==> src/rtl/spi_burst_arbiter.sv <==
// Burst-granular arbiter sharing one SPI byte engine between two requesters.
// Owns spi_cs and enforces CS setup/hold/gap timing plus a stall timeout.
module spi_burst_arbiter #(
    parameter int CS_SETUP     = 4,
    parameter int CS_HOLD      = 4,
    parameter int CS_GAP       = 8,
    parameter int IDLE_TIMEOUT = 1024
) (
    input  logic       clk,
    input  logic       rst_n,
    input  logic [1:0] req,
    input  logic [1:0] last,
    input  logic [7:0] tx0,
    input  logic [7:0] tx1,
    output logic [1:0] grant,
    output logic [1:0] ack,
    output logic [1:0] abort,
    output logic [7:0] rx_data,
    output logic       eng_start,
    output logic [7:0] eng_tx,
    input  logic       eng_done,
    input  logic [7:0] eng_rx,
    output logic       spi_cs
);

    localparam logic [15:0] SETUP_END = 16'(CS_SETUP - 1);
    localparam logic [15:0] HOLD_END  = 16'(CS_HOLD - 1);
    localparam logic [15:0] GAP_END   = 16'(CS_GAP - 1);
    localparam logic [15:0] TO_PRE    = 16'(IDLE_TIMEOUT - 1);
    localparam logic [15:0] TO_END    = 16'(IDLE_TIMEOUT);

    typedef enum logic [2:0] {
        IDLE, SETUP, START, WAIT, ACK, NEXT, HOLD, GAP
    } state_t;

    state_t      state_q, state_d;
    logic [15:0] cnt_q, cnt_d;
    logic [1:0]  grant_q, grant_d;
    logic [1:0]  ack_q, ack_d;
    logic [1:0]  abort_q, abort_d;
    logic [7:0]  rx_q, rx_d;
    logic [7:0]  tx_q, tx_d;
    logic        start_q, start_d;
    logic        last_q, last_d;
    logic        cs_q, cs_d;
    logic        ptr_q, ptr_d;
    logic        launch;
    logic        req_g;
    logic        last_g;
    logic [7:0]  tx_g;

    assign req_g  = |(req & grant_q);
    assign last_g = |(last & grant_q);
    assign tx_g   = grant_q[1] ? tx1 : tx0;

    always_comb begin
        state_d = state_q;
        cnt_d   = cnt_q;
        grant_d = grant_q;
        ack_d   = 2'b00;
        abort_d = 2'b00;
        rx_d    = rx_q;
        tx_d    = tx_q;
        start_d = 1'b0;
        last_d  = last_q;
        cs_d    = cs_q;
        ptr_d   = ptr_q;
        launch  = 1'b0;
        unique case (state_q)
            IDLE: begin
                if (|req) begin
                    state_d = SETUP;
                    cs_d    = 1'b0;
                    cnt_d   = '0;
                    if (req == 2'b11) grant_d = ptr_q ? 2'b10 : 2'b01;
                    else              grant_d = req;
                end
            end
            SETUP: begin
                if (cnt_q == SETUP_END) launch = 1'b1;
                else                    cnt_d  = cnt_q + 16'd1;
            end
            START: state_d = WAIT;
            WAIT: begin
                if (eng_done) begin
                    rx_d    = eng_rx;
                    ack_d   = grant_q;
                    state_d = ACK;
                end
            end
            ACK: begin
                state_d = last_q ? HOLD : NEXT;
                cnt_d   = '0;
            end
            NEXT: begin
                // abort is already visible in the cycle the count lands
                if (cnt_q == TO_END) begin
                    state_d = HOLD;
                    cnt_d   = '0;
                end else if (req_g) begin
                    launch = 1'b1;
                end else begin
                    cnt_d = cnt_q + 16'd1;
                    if (cnt_q == TO_PRE) abort_d = grant_q;
                end
            end
            HOLD: begin
                if (cnt_q == HOLD_END) begin
                    state_d = GAP;
                    cnt_d   = '0;
                    cs_d    = 1'b1;
                    grant_d = 2'b00;
                    ptr_d   = grant_q[0];
                end else begin
                    cnt_d = cnt_q + 16'd1;
                end
            end
            GAP: begin
                if (cnt_q == GAP_END) state_d = IDLE;
                else                  cnt_d   = cnt_q + 16'd1;
            end
            default: state_d = IDLE;
        endcase
        if (launch) begin
            state_d = START;
            start_d = 1'b1;
            tx_d    = tx_g;
            last_d  = last_g;
        end
    end

    always_ff @(posedge clk or negedge rst_n) begin
        if (!rst_n) begin
            state_q <= IDLE;
            cnt_q   <= '0;
            grant_q <= 2'b00;
            ack_q   <= 2'b00;
            abort_q <= 2'b00;
            rx_q    <= 8'h00;
            tx_q    <= 8'h00;
            start_q <= 1'b0;
            last_q  <= 1'b0;
            cs_q    <= 1'b1;
            ptr_q   <= 1'b0;
        end else begin
            state_q <= state_d;
            cnt_q   <= cnt_d;
            grant_q <= grant_d;
            ack_q   <= ack_d;
            abort_q <= abort_d;
            rx_q    <= rx_d;
            tx_q    <= tx_d;
            start_q <= start_d;
            last_q  <= last_d;
            cs_q    <= cs_d;
            ptr_q   <= ptr_d;
        end
    end

    assign grant     = grant_q;
    assign ack       = ack_q;
    assign abort     = abort_q;
    assign rx_data   = rx_q;
    assign eng_start = start_q;
    assign eng_tx    = tx_q;
    assign spi_cs    = cs_q;

endmodule

==> config.mk <==
export PLATFORM = sky130hd
export DESIGN_NAME = spi_burst_arbiter
export DESIGN_NICKNAME = d
export VERILOG_FILES = /design/src/rtl/spi_burst_arbiter.sv
export SDC_FILE = /design/constraint.sdc
export NUM_CORES = 1
export LEC_CHECK = 0
export CORE_MARGIN = 4
export CORE_UTILIZATION = 50
export CTS_CLUSTER_DIAMETER = 60
export DETAILED_ROUTE_END_ITERATION = 7
export PLACE_DENSITY = 0.77
export SLEW_MARGIN = 40
export SYNTH_ARGS = -nofsm -noshare
export SYNTH_HDL_FRONTEND = slang
export SYNTH_SLANG_ARGS = --single-unit
==> constraint.sdc <==
create_clock -name clk -period 2.2 [get_ports clk]
set_input_delay 0.22 -clock clk [delete_from_list [all_inputs] [get_ports clk]]
set_output_delay 0.22 -clock clk [all_outputs]
set_load 0.05 [all_outputs]
Word-level counts from Yosys, hierarchy flattened
Cells that the tools add are included. Widths: inputs -> output; s select.

Register bits after elaboration: 45. Input port bits: 31. Output and inout port bits: 24. Logic and storage cells: 83.

Add/sub/neg operators: 1. Equality and inequality tests: 22. Mux-type cells: 35. Bitwise operators: 2. Reductions and logical operators: 12.

Operator list (number): $mux 16 (6); $pmux 16 s6 (1); $mux 2 (11); $pmux 3 s7 (1); $mux 3 (6); $ne 3x3->1 const B (6); $add 16x1->16 const B (1); $eq 16x10->1 const B (1); $eq 16x11->1 const B (1); $eq 16x2->1 const B (1); $eq 16x3->1 const B (1); $eq 3x3->1 const B (4); $mux 8 (1); $ne 2x2->1 const B (4); $reduce_bool 8->1 (1); $eq 3x2->1 const B (2); $mux 1 (6); $reduce_and 6->1 (1); $reduce_bool 6->1 (1); $reduce_or 2->1 (3); $reduce_and 5->1 (1); $and 2x2->2 (2); $pmux 1 s2 (2); $pmux 2 s2 (1); other kinds (6) (7).

Logic depth before layout (Yosys ltp)
Depth after elaboration: 7. Depth in mapped cells: 10. Mapped depth without buffers: 9.

Least setup slack after synthesis
Ideal clock, no wire load.

Path type: flip-flop to flip-flop. Start: register cnt_q[0]. End: register cnt_q[2]. Library setup time: 0.121 ns. Arrival: 1.896 ns. Required time: 2.079 ns. Slack: 0.183 ns. Cell stages (with the launch flop): 8. Buffers on the path: 0. Clock period less this slack: 2.017 ns. Cell sequence: dfrtp_1 > ha_1 > nor4b_4 > and4_1 > a41oi_2 > o211ai_2 > o21bai_1 > a22o_1.

Cells in the longest elaborated chain, start to end: 4. Elaborated cells on any way between the ends: 14. Classes of those cells: add/sub: 1; eq/ne: 6; mux: 6; reduce/logical: 1.

Ends and longest elaborated chain: from (decl) (RTL line 37) `logic [15:0] cnt_q, cnt_d;`; from (signal assigned) (RTL line 147) `cnt_q <= cnt_d;`; $add 16x1->16; $mux 16 (RTL line 100) `end else if (req_g) begin`; $mux 16 (RTL line 97) `if (cnt_q == TO_END) begin`; $pmux 16 s6 (RTL line 69) `unique case (state_q)`.

Parallel ways exist; a longest one is shown, timed or not. The select of a mux whose other input is x is not followed. A chain may end at the register's enable or synchronous reset.

Worst setup path after layout
Start: register cnt_q[6]. End: register cnt_q[7].

Same word-level chain as after synthesis.

==> run metrics <==
drt drc=0; Starting Density=51.4%; Setup Total Neg Slack=0 ns; H-tree level count=2; pin count of the biggest net entering global routing=46; Max-Slew Margin vs Limit=65.3%; pwr/cell area=1540 nW/um2; Critical Path Max Stage Delay=0.46 ns; max-cap violation count=0; WHS=0.418 ns; final setup fails=0; maximum buffer depth of the clock tree=2; row cnt=25; Hold Crit Class=input pin to asynchronous set/reset pin; Design Power=0.00518 W; XOR/XNOR Fraction of Synth Area=0.361%; Leak Pwr=1.42 nW; clk slew on worst S/H paths=0.08 ns; clk sinks=45; Ports=55; multi-input gate area in the final layout=1270 um2; compound-cell area share of the yosys netlist=17.6%; Critical Path RT=2.40 ns; CTS root buf=clkbuf_8; post-route ant nets=0; Avg Cell Area, Syn=10.2 um2; Startpoint Class=register; Crit Reg-Reg Startpoint=cnt_q[6]; transition time of the tightest slew-check pin=0.516 ns; YS warnings=0; register area share after synthesis=46.5%; Die Area=6030 um2; total wire length=6230 um; vias in the first global route=2,065; largest family of logic cells by synthesized area=simple AND/OR/NAND/NOR gates; crit end category=register; Post-Syn Nets=271; core area=4720 um2; WP data arrival=2.40 ns; Die X=77.7 um; achievable frequency=455 MHz; Main synth FF type=dfrtp_1; first-pass GRT wire length=9970 um; fraction of layout cells with a size suffix above 1=22.2%; sequential cell area=1130 um2; CP cell instances=nor4_4 -> nand4_1 -> nor3b_2 -> or3_4 -> buf_4 -> o21bai_1 -> a22o_1; worst reg-to-reg setup slack=0.004 ns; Setup CP Type=register to register; FILL cells=354; r2r worst-path depth=7; clk_skew=0.00594 ns; initial drt markers=114; Synth Area in Adders=1.03%; status=completed; Final min period=2.20 ns; Cell variety after synth=51; simple-gate portion of the synthesized area=21.9%; Vias per Instance=5.70; RePlAce Congestion=0.862; CP top delay family=simple AND/OR/NAND/NOR gates; dpl hpwl=4380 um; Area Growth Syn to Fin=38.9%; critical path fanouts, max=5; FF+latch count, synth=45; reg-to-reg critical path endpoint=cnt_q[7]; RSZ-0062 raised after global routing=yes; CTS tree=built; # diodes=0; vias=2,156; VDD IR max=0.000931 V; mux cell area share after synthesis=7.63%; Finished Core Util=71.4%; Port-buffer cells=54; Mapped Cells=238; clock network latency to the later pin of the worst-skew pair=0.31 ns; Crit-path slowest cell=dfrtp_1; Final Hold Fails=0; wire per inst=16.5 um; detailed-router iteration count before antenna repair=4; crit path buf inv count=1; initial antenna violation count=0; EDFF count, synth=0; total CTS buffers=5; Final Cycle Share=99.8%; Overflow after GRT=0; chip height=77.7 um; fin nets=343; Async SR Flop Fraction=100%; GRT Overall Usage=20.9%; Synth Cell Area=2430 um2; max-slew violation count=0
per-stage QoR:
stage | setup slack (ns) | instances | instance area (um2)
global route | -0.0742 | 378 | 3370
CTS | 0.00488 | 376 | 3250
detailed placement | 0.0394 | 367 | 3130
floorplan | 0.183 | 238 | 2430
global placement | 0.127 | 367 | 3130
finish | 0.00448 | 378 | 3370
synth_stat cells, drive strengths merged, types with 4 or more instances:
cell / number / share of area [%]
a21oi: 8 / 1.7
a22o: 5 / 1.8
a2bb2oi: 7 / 2.5
buf: 8 / 2.9
clkbuf: 5 / 0.77
dfrtp: 44 / 45
inv: 9 / 1.4
mux2: 9 / 4.3
mux2i: 8 / 3.3
nand2: 30 / 4.6
nand3: 12 / 3.0
nand4: 5 / 1.5
nor2: 18 / 2.9
nor3: 7 / 1.7
nor4: 5 / 2.5
o21ai: 15 / 3.1
o31ai: 7 / 2.2
or3: 4 / 1.2
area by class of cell:
type | count | area share, %
Clock inverter | 1 | 0.891
Tap cell | 67 | 2.49
Inverter | 9 | 1.00
Sequential cell | 45 | 33.5
Multi-Input combinational cell | 171 | 37.6
Timing Repair Buffer | 78 | 21.9
Clock buffer | 7 | 2.56
worst reg2reg max path, cell delays in order (launching register included):
cell and delay (ns):
dfrtp_1 0.46, nor4_4 0.39, nand4_1 0.25, nor3b_2 0.36, or3_4 0.22, buf_4 0.11
o21bai_1 0.07, a22o_1 0.23
report_power, final:
| group | switching, W | total, W | internal (W) |
|---|---|---|---|
| Sequential | 0.000308 | 0.00145 | 0.00114 |
| Clock | 0.000284 | 0.000655 | 0.000370 |
| Combinational | 0.00180 | 0.00308 | 0.00128 |
state kept, by name, indices dropped and copies added (netlist names):
signal and flops:
cnt_q 16, eng_tx 8, rx_data 8, state_q 3
abort 2, ack 2, grant 2, eng_start 1
last_q 1, ptr_q 1, spi_cs 1
placed cells by master (no fill, tap or decap), types with 3 or more instances in the layout:
cell / instances
clkbuf_8: 6
dfrtp_1: 42
nand3_1: 11
mux2i_1: 8
inv_1: 8
nor2_1: 17
a22o_1: 5
nor4_1: 3
nor3_1: 6
nand4_1: 4
mux2_2: 8
nand2_1: 30
o21ai_0: 14
buf_4: 21
clkdlybuf4s50_1: 53
a2bb2oi_2: 7
o31ai_1: 7
a21oi_1: 7
worst max path at each step:
stage	from	endpoint	slack, ns	depth (start not counted)
5_1_grt	cnt_q[0]	cnt_q[7]	-0.07	9
6_report	cnt_q[6]	cnt_q[7]	0.004	7
3_5_place_dp	cnt_q[0]	cnt_q[5]	0.04	9
3_3_place_gp	req[0]	cnt_q[9]	0.13	7
4_1_cts	cnt_q[0]	cnt_q[10]	0.005	9
2_1_floorplan	cnt_q[0]	cnt_q[2]	0.18	7
cell families after synthesis:
kind of cell	Yosys count
AOI/OAI and AO/OA	59
xor gates and xnor gates	1
adders and majority gates	2
buffers and inverters	22
DFF	45
muxes	17
and+or+nand+nor	92
layer usage:
layer	vias to the layer above	share of wire (%)	global-route usage, %
li1	1024	-	-
met1	1024	42	25.6
met2	94	48	34.8
met3	14	7.7	6.50
met4	0	2.1	6.58
met5	-	0	0
what timing repair did:
action | 4_1_cts | 5_1_grt
endpoints found under the hold margin | 44 | 0
hold buffers | 1 | 0
buffers inserted | 0 | 2
pin swaps | 2 | 8
endpoints found under the setup margin | 2 | 27
resized for setup | 0 | 21
(Power assumes the default switching activity.)
